File: config.mk
export PLATFORM = sky130hd
export DESIGN_NAME = mux_scan_sequencer_flat
export DESIGN_NICKNAME = d
export VERILOG_FILES = /design/src/rtl/mux_scan_sequencer_pkg.sv /design/src/rtl/mux_scan_sequencer_if.sv /design/src/rtl/mux_scan_sequencer_finder.sv /design/src/rtl/mux_scan_sequencer.sv /design/src/flat_wrapper.sv
export SDC_FILE = /design/constraint.sdc
export NUM_CORES = 1
export LEC_CHECK = 0
export CORE_MARGIN = 5
export CORE_UTILIZATION = 35
export CTS_CLUSTER_SIZE = 24
export DETAILED_ROUTE_END_ITERATION = 7
export GPL_ROUTABILITY_DRIVEN = 1
export MAX_ROUTING_LAYER = met4
export PLACE_DENSITY = 0.61
export SYNTH_ARGS = -nofsm -noshare
export SYNTH_HDL_FRONTEND = slang
export SYNTH_HIERARCHICAL = 1
export SYNTH_SLANG_ARGS = --single-unit
File: constraint.sdc
create_clock -name clk -period 3.4 [get_ports clk]
set_input_delay 0.68 -clock clk [delete_from_list [all_inputs] [get_ports clk]]
set_output_delay 0.68 -clock clk [all_outputs]
set_load 0.02 [all_outputs]
File: src/rtl/mux_scan_sequencer_pkg.sv
// Shared constants and state encoding for the mux scan sequencer.
package mux_scan_pkg;

    localparam int N_CH  = 16;
    localparam int SEL_W = 4;
    localparam int CNT_W = 4;

    typedef enum logic [1:0] {
        IDLE   = 2'd0,
        SETTLE = 2'd1,
        SAMPLE = 2'd2,
        DONE   = 2'd3
    } state_e;

endpackage

File: src/rtl/mux_scan_sequencer_if.sv
// Scan request / snapshot handshake bundle between the sequencer and its user.
interface mux_scan_sequencer_if;

    logic                          start;
    logic [mux_scan_pkg::N_CH-1:0] mask;
    logic                          busy;
    logic [mux_scan_pkg::N_CH-1:0] word;
    logic                          word_valid;
    logic                          word_ready;

    // sequencer side: produces the snapshot word
    modport master (
        input  start,
        input  mask,
        input  word_ready,
        output busy,
        output word,
        output word_valid
    );

    // user side: requests scans and consumes snapshots
    modport slave (
        output start,
        output mask,
        output word_ready,
        input  busy,
        input  word,
        input  word_valid
    );

endinterface

File: src/rtl/mux_scan_sequencer_finder.sv
// Priority encoder: lowest enabled channel at or above (incl_i=1) or strictly
// above (incl_i=0) the current select.
module next_chan_finder
    import mux_scan_pkg::*;
(
    input  logic [N_CH-1:0]  mask_i,
    input  logic [SEL_W-1:0] cur_i,
    input  logic             incl_i,
    output logic [SEL_W-1:0] nxt_o,
    output logic             found_o
);

    // scan from the top down so the lowest qualifying channel wins
    always_comb begin
        nxt_o   = '0;
        found_o = 1'b0;
        for (int i = N_CH - 1; i >= 0; i--) begin
            if (mask_i[i] && (incl_i ? (SEL_W'(i) >= cur_i) : (SEL_W'(i) > cur_i))) begin
                nxt_o   = SEL_W'(i);
                found_o = 1'b1;
            end
        end
    end

endmodule

File: src/rtl/mux_scan_sequencer.sv
// Time-shares one 16:1 mux: drives sel for every enabled channel, waits the
// settle time, samples mux_out and hands the packed snapshot downstream.
//
// state  | meaning
// IDLE   | waiting for start; sel holds its last value
// SETTLE | sel driven, counting settle clocks down to 1
// SAMPLE | capture mux_out into word[sel], move to next enabled channel
// DONE   | snapshot presented; wait for word_ready (start accepted on handshake)
module mux_scan_sequencer
    import mux_scan_pkg::*;
#(
    parameter int SETTLE_CYCLES = 1
) (
    input  logic                 clk,
    input  logic                 rst_n,
    mux_scan_sequencer_if.master bus,
    input  logic                 mux_out_i,
    output logic [SEL_W-1:0]     sel_o
);

    localparam logic [CNT_W-1:0] SETTLE_LD = CNT_W'(SETTLE_CYCLES);
    // with no settle time each channel goes straight to sampling
    localparam state_e ARM_ST = (SETTLE_CYCLES == 0) ? SAMPLE : SETTLE;

    state_e           state_q, state_d;
    logic [SEL_W-1:0] sel_q,   sel_d;
    logic [CNT_W-1:0] cnt_q,   cnt_d;
    logic [N_CH-1:0]  mask_q,  mask_d;
    logic [N_CH-1:0]  word_q,  word_d;
    logic             valid_q, valid_d;
    logic             accept;

    logic [SEL_W-1:0] first_ch;
    logic             first_found;
    logic [SEL_W-1:0] adv_ch;
    logic             adv_found;

    // first channel of a new scan comes straight from the incoming mask
    next_chan_finder u_first (
        .mask_i  (bus.mask),
        .cur_i   ('0),
        .incl_i  (1'b1),
        .nxt_o   (first_ch),
        .found_o (first_found)
    );

    // next channel of the scan in progress comes from the latched mask
    next_chan_finder u_adv (
        .mask_i  (mask_q),
        .cur_i   (sel_q),
        .incl_i  (1'b0),
        .nxt_o   (adv_ch),
        .found_o (adv_found)
    );

    // state and datapath registers; reset aborts any partial scan
    always_ff @(posedge clk or negedge rst_n) begin
        if (!rst_n) begin
            state_q <= IDLE;
            sel_q   <= '0;
            cnt_q   <= '0;
            mask_q  <= '0;
            word_q  <= '0;
            valid_q <= 1'b0;
        end else begin
            state_q <= state_d;
            sel_q   <= sel_d;
            cnt_q   <= cnt_d;
            mask_q  <= mask_d;
            word_q  <= word_d;
            valid_q <= valid_d;
        end
    end

    // next-state and datapath update
    always_comb begin
        state_d = state_q;
        sel_d   = sel_q;
        cnt_d   = cnt_q;
        mask_d  = mask_q;
        word_d  = word_q;
        valid_d = valid_q;
        accept  = 1'b0;

        case (state_q)
            IDLE: begin
                accept = bus.start;
            end
            SETTLE: begin
                cnt_d = cnt_q - 1'b1;
                if (cnt_q == CNT_W'(1)) begin
                    state_d = SAMPLE;
                end
            end
            SAMPLE: begin
                word_d[sel_q] = mux_out_i;
                if (adv_found) begin
                    sel_d   = adv_ch;
                    cnt_d   = SETTLE_LD;
                    state_d = ARM_ST;
                end else begin
                    state_d = DONE;
                    valid_d = 1'b1;
                end
            end
            DONE: begin
                if (valid_q && bus.word_ready) begin
                    valid_d = 1'b0;
                    state_d = IDLE;
                    accept  = bus.start;
                end else begin
                    // an empty-mask scan enters DONE with valid low; raise it here
                    valid_d = 1'b1;
                end
            end
            default: begin
                state_d = IDLE;
            end
        endcase

        // a new scan overrides whatever the current state decided
        if (accept) begin
            mask_d = bus.mask;
            word_d = '0;
            if (first_found) begin
                sel_d   = first_ch;
                cnt_d   = SETTLE_LD;
                state_d = ARM_ST;
            end else begin
                state_d = DONE;
                valid_d = 1'b0;
            end
        end
    end

    // outputs are straight register copies, busy everywhere except IDLE
    always_comb begin
        bus.busy       = (state_q != IDLE);
        bus.word       = word_q;
        bus.word_valid = valid_q;
        sel_o          = sel_q;
    end

endmodule

File: src/flat_wrapper.sv
// flat-port wrapper written by rule: the top's interface ports become plain ports
module mux_scan_sequencer_flat import mux_scan_pkg::*;
#(
    parameter int SETTLE_CYCLES = 1
)
  (clk, rst_n, mux_out_i, sel_o, bus_start, bus_mask, bus_word_ready, bus_busy, bus_word, bus_word_valid);
  mux_scan_sequencer_if bus_i ();
  input  logic clk;
  input  logic rst_n;
  input  logic mux_out_i;
  output logic [SEL_W-1:0] sel_o;
  input wire logic [$bits(bus_i.start)-1:0] bus_start;
  input wire logic [$bits(bus_i.mask)-1:0] bus_mask;
  input wire logic [$bits(bus_i.word_ready)-1:0] bus_word_ready;
  output wire logic [$bits(bus_i.busy)-1:0] bus_busy;
  output wire logic [$bits(bus_i.word)-1:0] bus_word;
  output wire logic [$bits(bus_i.word_valid)-1:0] bus_word_valid;
  assign bus_i.start = bus_start;
  assign bus_i.mask = bus_mask;
  assign bus_i.word_ready = bus_word_ready;
  assign bus_busy = bus_i.busy;
  assign bus_word = bus_i.word;
  assign bus_word_valid = bus_i.word_valid;
  mux_scan_sequencer #(.SETTLE_CYCLES(SETTLE_CYCLES)) u_core (.clk(clk), .rst_n(rst_n), .bus(bus_i), .mux_out_i(mux_out_i), .sel_o(sel_o));
endmodule
# Word-level counts from Yosys, hierarchy flattened

Index checks and enable logic that the tools add are counted.

Flip-flop bits (word level): 43

$add $sub $neg: 1
Magnitude comparators: 18
Equality and inequality tests: 6
Muxes and demuxes: 90
Reduce and logical (&&, ||, !) cells: 23

Operators with widths:

| operator                                                              | number |
|---|---|
| 4-bit 2-to-1 mux                                                      | 39 |
| 1-bit 2-to-1 mux                                                      | 38 |
| 4-bit > comparator, first input constant                              | 8 |
| 16-bit 2-to-1 mux                                                     | 2 |
| 1-bit logical AND                                                     | 18 |
| 16-bit bitwise mux                                                    | 1 |
| 3-bit by 4-bit > comparator with 1-bit output, first input constant   | 4 |
| 2-bit 2-to-1 mux                                                      | 5 |
| 1-bit by 4-bit > comparator with 1-bit output, first input constant   | 2 |
| 2-bit by 4-bit > comparator with 1-bit output, first input constant   | 2 |
| 4-bit one-hot mux with 2 select lines                                 | 1 |
| 3-bit by 1-bit != test with 1-bit output, second input constant       | 2 |
| 2-bit one-hot mux with 3 select lines                                 | 1 |
| 4-bit by 5-bit < comparator with 1-bit output, second input constant  | 1 |
| 1-bit demux with 4-bit select                                         | 1 |
| 2-bit equality test, second input constant                            | 2 |
| 4-bit by 1-bit equality test with 1-bit output, second input constant | 1 |
| 4-bit by 1-bit >= comparator with 1-bit output, second input constant | 1 |
| 1-bit one-hot mux with 2 select lines                                 | 2 |
| 2-bit nonzero test                                                    | 2 |
| 4-bit nonzero test                                                    | 1 |
| 4-bit by 1-bit subtractor with 4-bit output, second input constant    | 1 |
| 3-bit AND reduction                                                   | 1 |
| 2-bit by 1-bit equality test with 1-bit output, second input constant | 1 |
| 2-bit zero test                                                       | 1 |

# Longest topological paths before layout

Word-level depth: 22
Depth in mapped cells: 9
Depth with buffers taken out: 8

# By module

Netlist, hierarchy kept.

By module, submodules not included:

| module             | times used | cells each | area an instance (µm²) | sequential area each (µm²) |
|---|---|---|---|---|
| mux_scan_sequencer | 1          | 196        | 2,070.7                | 1,076.0 |
| next_chan_finder   | 2          | 80         | 530.5                  | 0.0 |

# Worst setup path before layout

OpenSTA, ideal clock, no wires.

Kind: reg2reg
Start: register u_core.sel_q[1], in the netlist u_core/sel_o[1]
End: register u_core.cnt_q[0]
Arrival: 2.405 ns
Slack: 0.871 ns
Cell stages (with the launch flop): 10
Path buffers: 1
Clock period less this slack: 2.529 ns
Cells stage by stage: dfrtp_1 > buf_4 > nand3_1 > o21a_1 > a2111oi_4 > and4_1 > nand4_1 > nand2_1 > o21ai_0 > a211o_1

Word-level cells in the longest chain between the ends: 22
Elaborated cells on any way between the ends: 52
Classes of those cells: order compare: 16; mux: 20; reduce/logical: 16

Ends and longest elaborated chain:

| element                                 | RTL line                        | RTL |
|---|---|---|
| start, declared                         | mux_scan_sequencer.sv:26        | `logic [SEL_W-1:0] sel_q, sel_d;` |
| start signal, assigned                  | mux_scan_sequencer.sv:67        | `sel_q <= sel_d;` |
| 4-bit > comparator                      | mux_scan_sequencer_finder.sv:18 | `if (mask_i[i] && (incl_i ? (SEL_W'(i) >= cur_i) : (SEL_W'(i) > cur_i))) begin` |
| 1-bit logical AND                       | mux_scan_sequencer_finder.sv:18 |  |
| 1-bit 2-to-1 mux (15 in series)         | mux_scan_sequencer_finder.sv:18 |  |
| 1-bit 2-to-1 mux *                      | mux_scan_sequencer_finder.sv:18 |  |
| via u_core.adv_found                    | mux_scan_sequencer.sv:36        | `logic adv_found;` |
| 4-bit 2-to-1 mux *                      | mux_scan_sequencer.sv:97        | `if (adv_found) begin` |
| 4-bit one-hot mux with 2 select lines * | mux_scan_sequencer.sv:85        | `case (state_q)` |
| 4-bit 2-to-1 mux                        | mux_scan_sequencer.sv:125       | `if (first_found) begin` |
| 4-bit 2-to-1 mux *                      | mux_scan_sequencer.sv:122       | `if (accept) begin` |
| via u_core.cnt_d[0]                     | mux_scan_sequencer.sv:27        | `logic [CNT_W-1:0] cnt_q, cnt_d;` |
| end signal, assigned                    | mux_scan_sequencer.sv:68        | `cnt_q <= cnt_d;` |
| end, declared                           | mux_scan_sequencer.sv:27        |  |

The timed path passes the listed nets; every way through them passes the cells marked *.
A chain may end at the register's enable or synchronous reset.

# Final worst setup path

Start: register u_core.sel_q[2], in the netlist u_core/sel_o[2]
End: register u_core.cnt_q[0]

Same word-level chain as after synthesis.

==> run metrics <==
status completed; Filler Cell Count 853; H-tree Lvls 2; Starting Density 0.359; cell area after placement about 3700 µm²; synth warn 6; synthesized area around 3100 µm²; Synth top area share 0.344; number of synthesized flops with an enable pin 0; drt first-iter violations between 100 and 150; Nets approximately 450; Reg2Reg Capture Point u_core/cnt_q[0]; initial antenna violation count 0; HPWL Detailed slightly above 6 mm; mux share of post-synthesis cell area 0.104; largest net degree at the start of global routing 44; Post-CTS Setup Bufs 0; ys flop type dfrtp_1; Crit path depth 8; clk root buf clkbuf_8; worst min path class flip-flop to flip-flop; clk_skew roughly 0.0063 ns; area leader, netlist dfrtp_1; Final Cycle Share 0.797; Fin. Hold Viols 0; Simple-Gate Fraction of Synth Area 0.203; first-pass GRT wire length about 14 mm; Max-slew headroom 0.336; Worst Setup EP u_core/cnt_q[0]; fmax ~0.37 GHz; critical path's slowest cell dfrtp_1; post-synthesis cell type count 56; Final Core Density 0.443; largest family of logic cells by synthesized area compound AO/OA/AOI/OAI gates; R2R Path Start u_core/sel_o[2]; Final min period between 2 and 3 ns; Num Clock Sinks 43; register area share after synthesis 0.344; drt pass-1 iters 7; CTS buffer count 5; Area growth, synth to finish 23.3%; Design Power 3.36 mW; Slew @ Worst Pin 0.996 ns; max-slew violations 0; Final Setup Violations 0; CTS clk-pin slew, worst paths around 0.09 ns; P per Cell Area 870 nW/µm²; total track usage 0.153; vias between 2000 and 3000; R2R setup slack between 0.6 and 0.7 ns; Worst Setup Start Kind flip-flop; compound-cell area share of the yosys netlist 0.260; RSZ-0062 raised after global routing false; DRC viols 0; CP delay by family, top compound AO/OA/AOI/OAI gates; core area slightly below 9000 µm²; max cap viols 0; Post-Synth Adder-Cell Area 0.0312; synthesized instance count 356; I/O Buffers 42; Leakage ~1.6 nW; Avg WL per Cell ~15 µm; worst vdd ir between 200 and 300 µV; Register-to-Register Path Depth 8; Worst setup EP type flip-flop; Arr. time, crit path between 2 and 3 ns; CTS tree yes; Routed WL around 8 mm; die height about 100 µm; Async SR Flop Fraction 1.00; post-DR vias/cell roughly 5.4; vias in the first global route about 2800; setup TNS 0 ns; n_diodes 0; clock buffer depth 2; synth top area cells dfrtp_1 (34%), o21ai_0 (4.6%), a21oi_1 (4.5%); CTS resizes 0; share of cells above drive strength 1 0.101; crit path kind flip-flop to flip-flop; GP Congestion about 0.91; Row Count 34; post-layout instance area between 3000 and 4000 µm²; Setup crit start u_core/sel_o[2]; Clock Latency Late Sink approximately 0.31 ns; Buf/Inv on CP 0; Synth Area in XOR/XNOR 0.00280; flops & latches, synth 43; data required time at the worst endpoint 3.60 ns; crit-path cells nand3_1 -> o21a_1 -> a2111oi_4 -> and4_1 -> nand4_1 -> nand2_1 -> o21ai_0 -> a211o_1; cts hold-fix bufs 0; crit path max fanout 14; Congestion Overflow GR 0; Die Footprint between 10000 and 15000 µm²; Die W ~100 µm; Post-Syn Area per Cell 8.80 µm²; critical path's largest stage delay approximately 0.63 ns; # IOs 43; Post-DRT Antenna Nets 0
[worst min path at each step]
stage,from,end,slack (ns),cells past startpoint
CTS,u_core/mask_q[12],u_core/mask_q[12],0.52,1
global route,u_core/mask_q[12],u_core/mask_q[12],0.55,1
global placement,u_core/mask_q[12],u_core/mask_q[12],0.50,1
finish,u_core/mask_q[12],u_core/mask_q[12],0.52,1
floorplan,rst_n,u_core/bus.word[0],0.38,0
detailed placement,u_core/mask_q[12],u_core/mask_q[12],0.50,1
[synth_stat cells, drive strengths merged, types with 6 or more instances]
cell and count:
o21ai 31, dfrtp 43, nor3b 6, clkbuf 6, mux2 16, nor3 8
nand2 35, o21a 6, ha 6, nand3 13, a21oi 28, inv 15
buf 11, mux2i 12, nor2 32
[state kept, by name (all words and copies together), names as in the netlist]
name,count
u_core/bus.word,16
u_core/state_q,2
u_core/cnt_q,4
u_core/bus.word_valid,1
u_core/mask_q,16
u_core/sel_o,4
[where the power goes]
group	internal (mW)	total (mW)	switching, mW
logic	0.906	1.96	1.05
registers	0.760	0.985	0.224
clock network	0.219	0.414	0.195
[worst reg2reg max path, stage by stage (launching register included)]
cell and delay [ns]:
dfrtp_1 0.63, nand3_1 0.22, o21a_1 0.27, a2111oi_4 0.33
and4_1 0.27, nand4_1 0.19, nand2_1 0.27, o21ai_0 0.14
a211o_1 0.30
[layout by cell type, fill, tap and decap left out, types with 5 or more instances in the layout]
cell type and instances:
nor2_1 32, clkbuf_8 5, mux2_4 7, buf_4 6, o21a_1 6, a21oi_1 28, nor3b_1 5, mux2i_1 12
nand2_1 35, nand3_1 13, a2bb2oi_1 5, o21ai_0 29, clkdlybuf4s50_1 41, mux2_2 9, nor2b_1 5, inv_1 15
dfrtp_1 43, nor3_1 6, conb_1 33, ha_1 6
[per-layer routing]
layer  track usage  routed length (µm)  part of all wire
met1         0.203                3810              0.47
met2         0.253                3970              0.49
met3        0.0166                 269             0.033
met4        0.0338                  93             0.011
met5             -                   0                 0
[stage by stage]
step / hold WS, ns / cells / setup WS [ns]
floorplan: 0.384 / 387 / 0.871
global placement: 0.504 / 526 / 0.647
detailed placement: 0.503 / 526 / 0.568
CTS: 0.522 / 534 / 0.708
global route: 0.553 / 534 / 0.390
finish: 0.517 / 534 / 0.691
[kinds of logic after synthesis]
| kind of cell | Yosys count |
|---|---|
| fa+ha+maj | 8 |
| simple gates | 124 |
| other cells | 2 |
| xor+xnor | 1 |
| flops | 43 |
| mux | 28 |
| compound gates | 116 |
| buf+inv | 34 |
[layout make-up]
cell class | count | area (µm²) | area share
Clock buffer | 5 | 68.8 | 0.0178
Clock inverter | 3 | 43.8 | 0.0113
Multi-Input combinational cell | 310 | 2010 | 0.521
Tap cell | 108 | 135 | 0.0350
Timing Repair Buffer | 48 | 460 | 0.119
Sequential cell | 43 | 1080 | 0.279
Inverter | 17 | 63.8 | 0.0165
No activity file was read; power rests on OpenSTA's default activity.
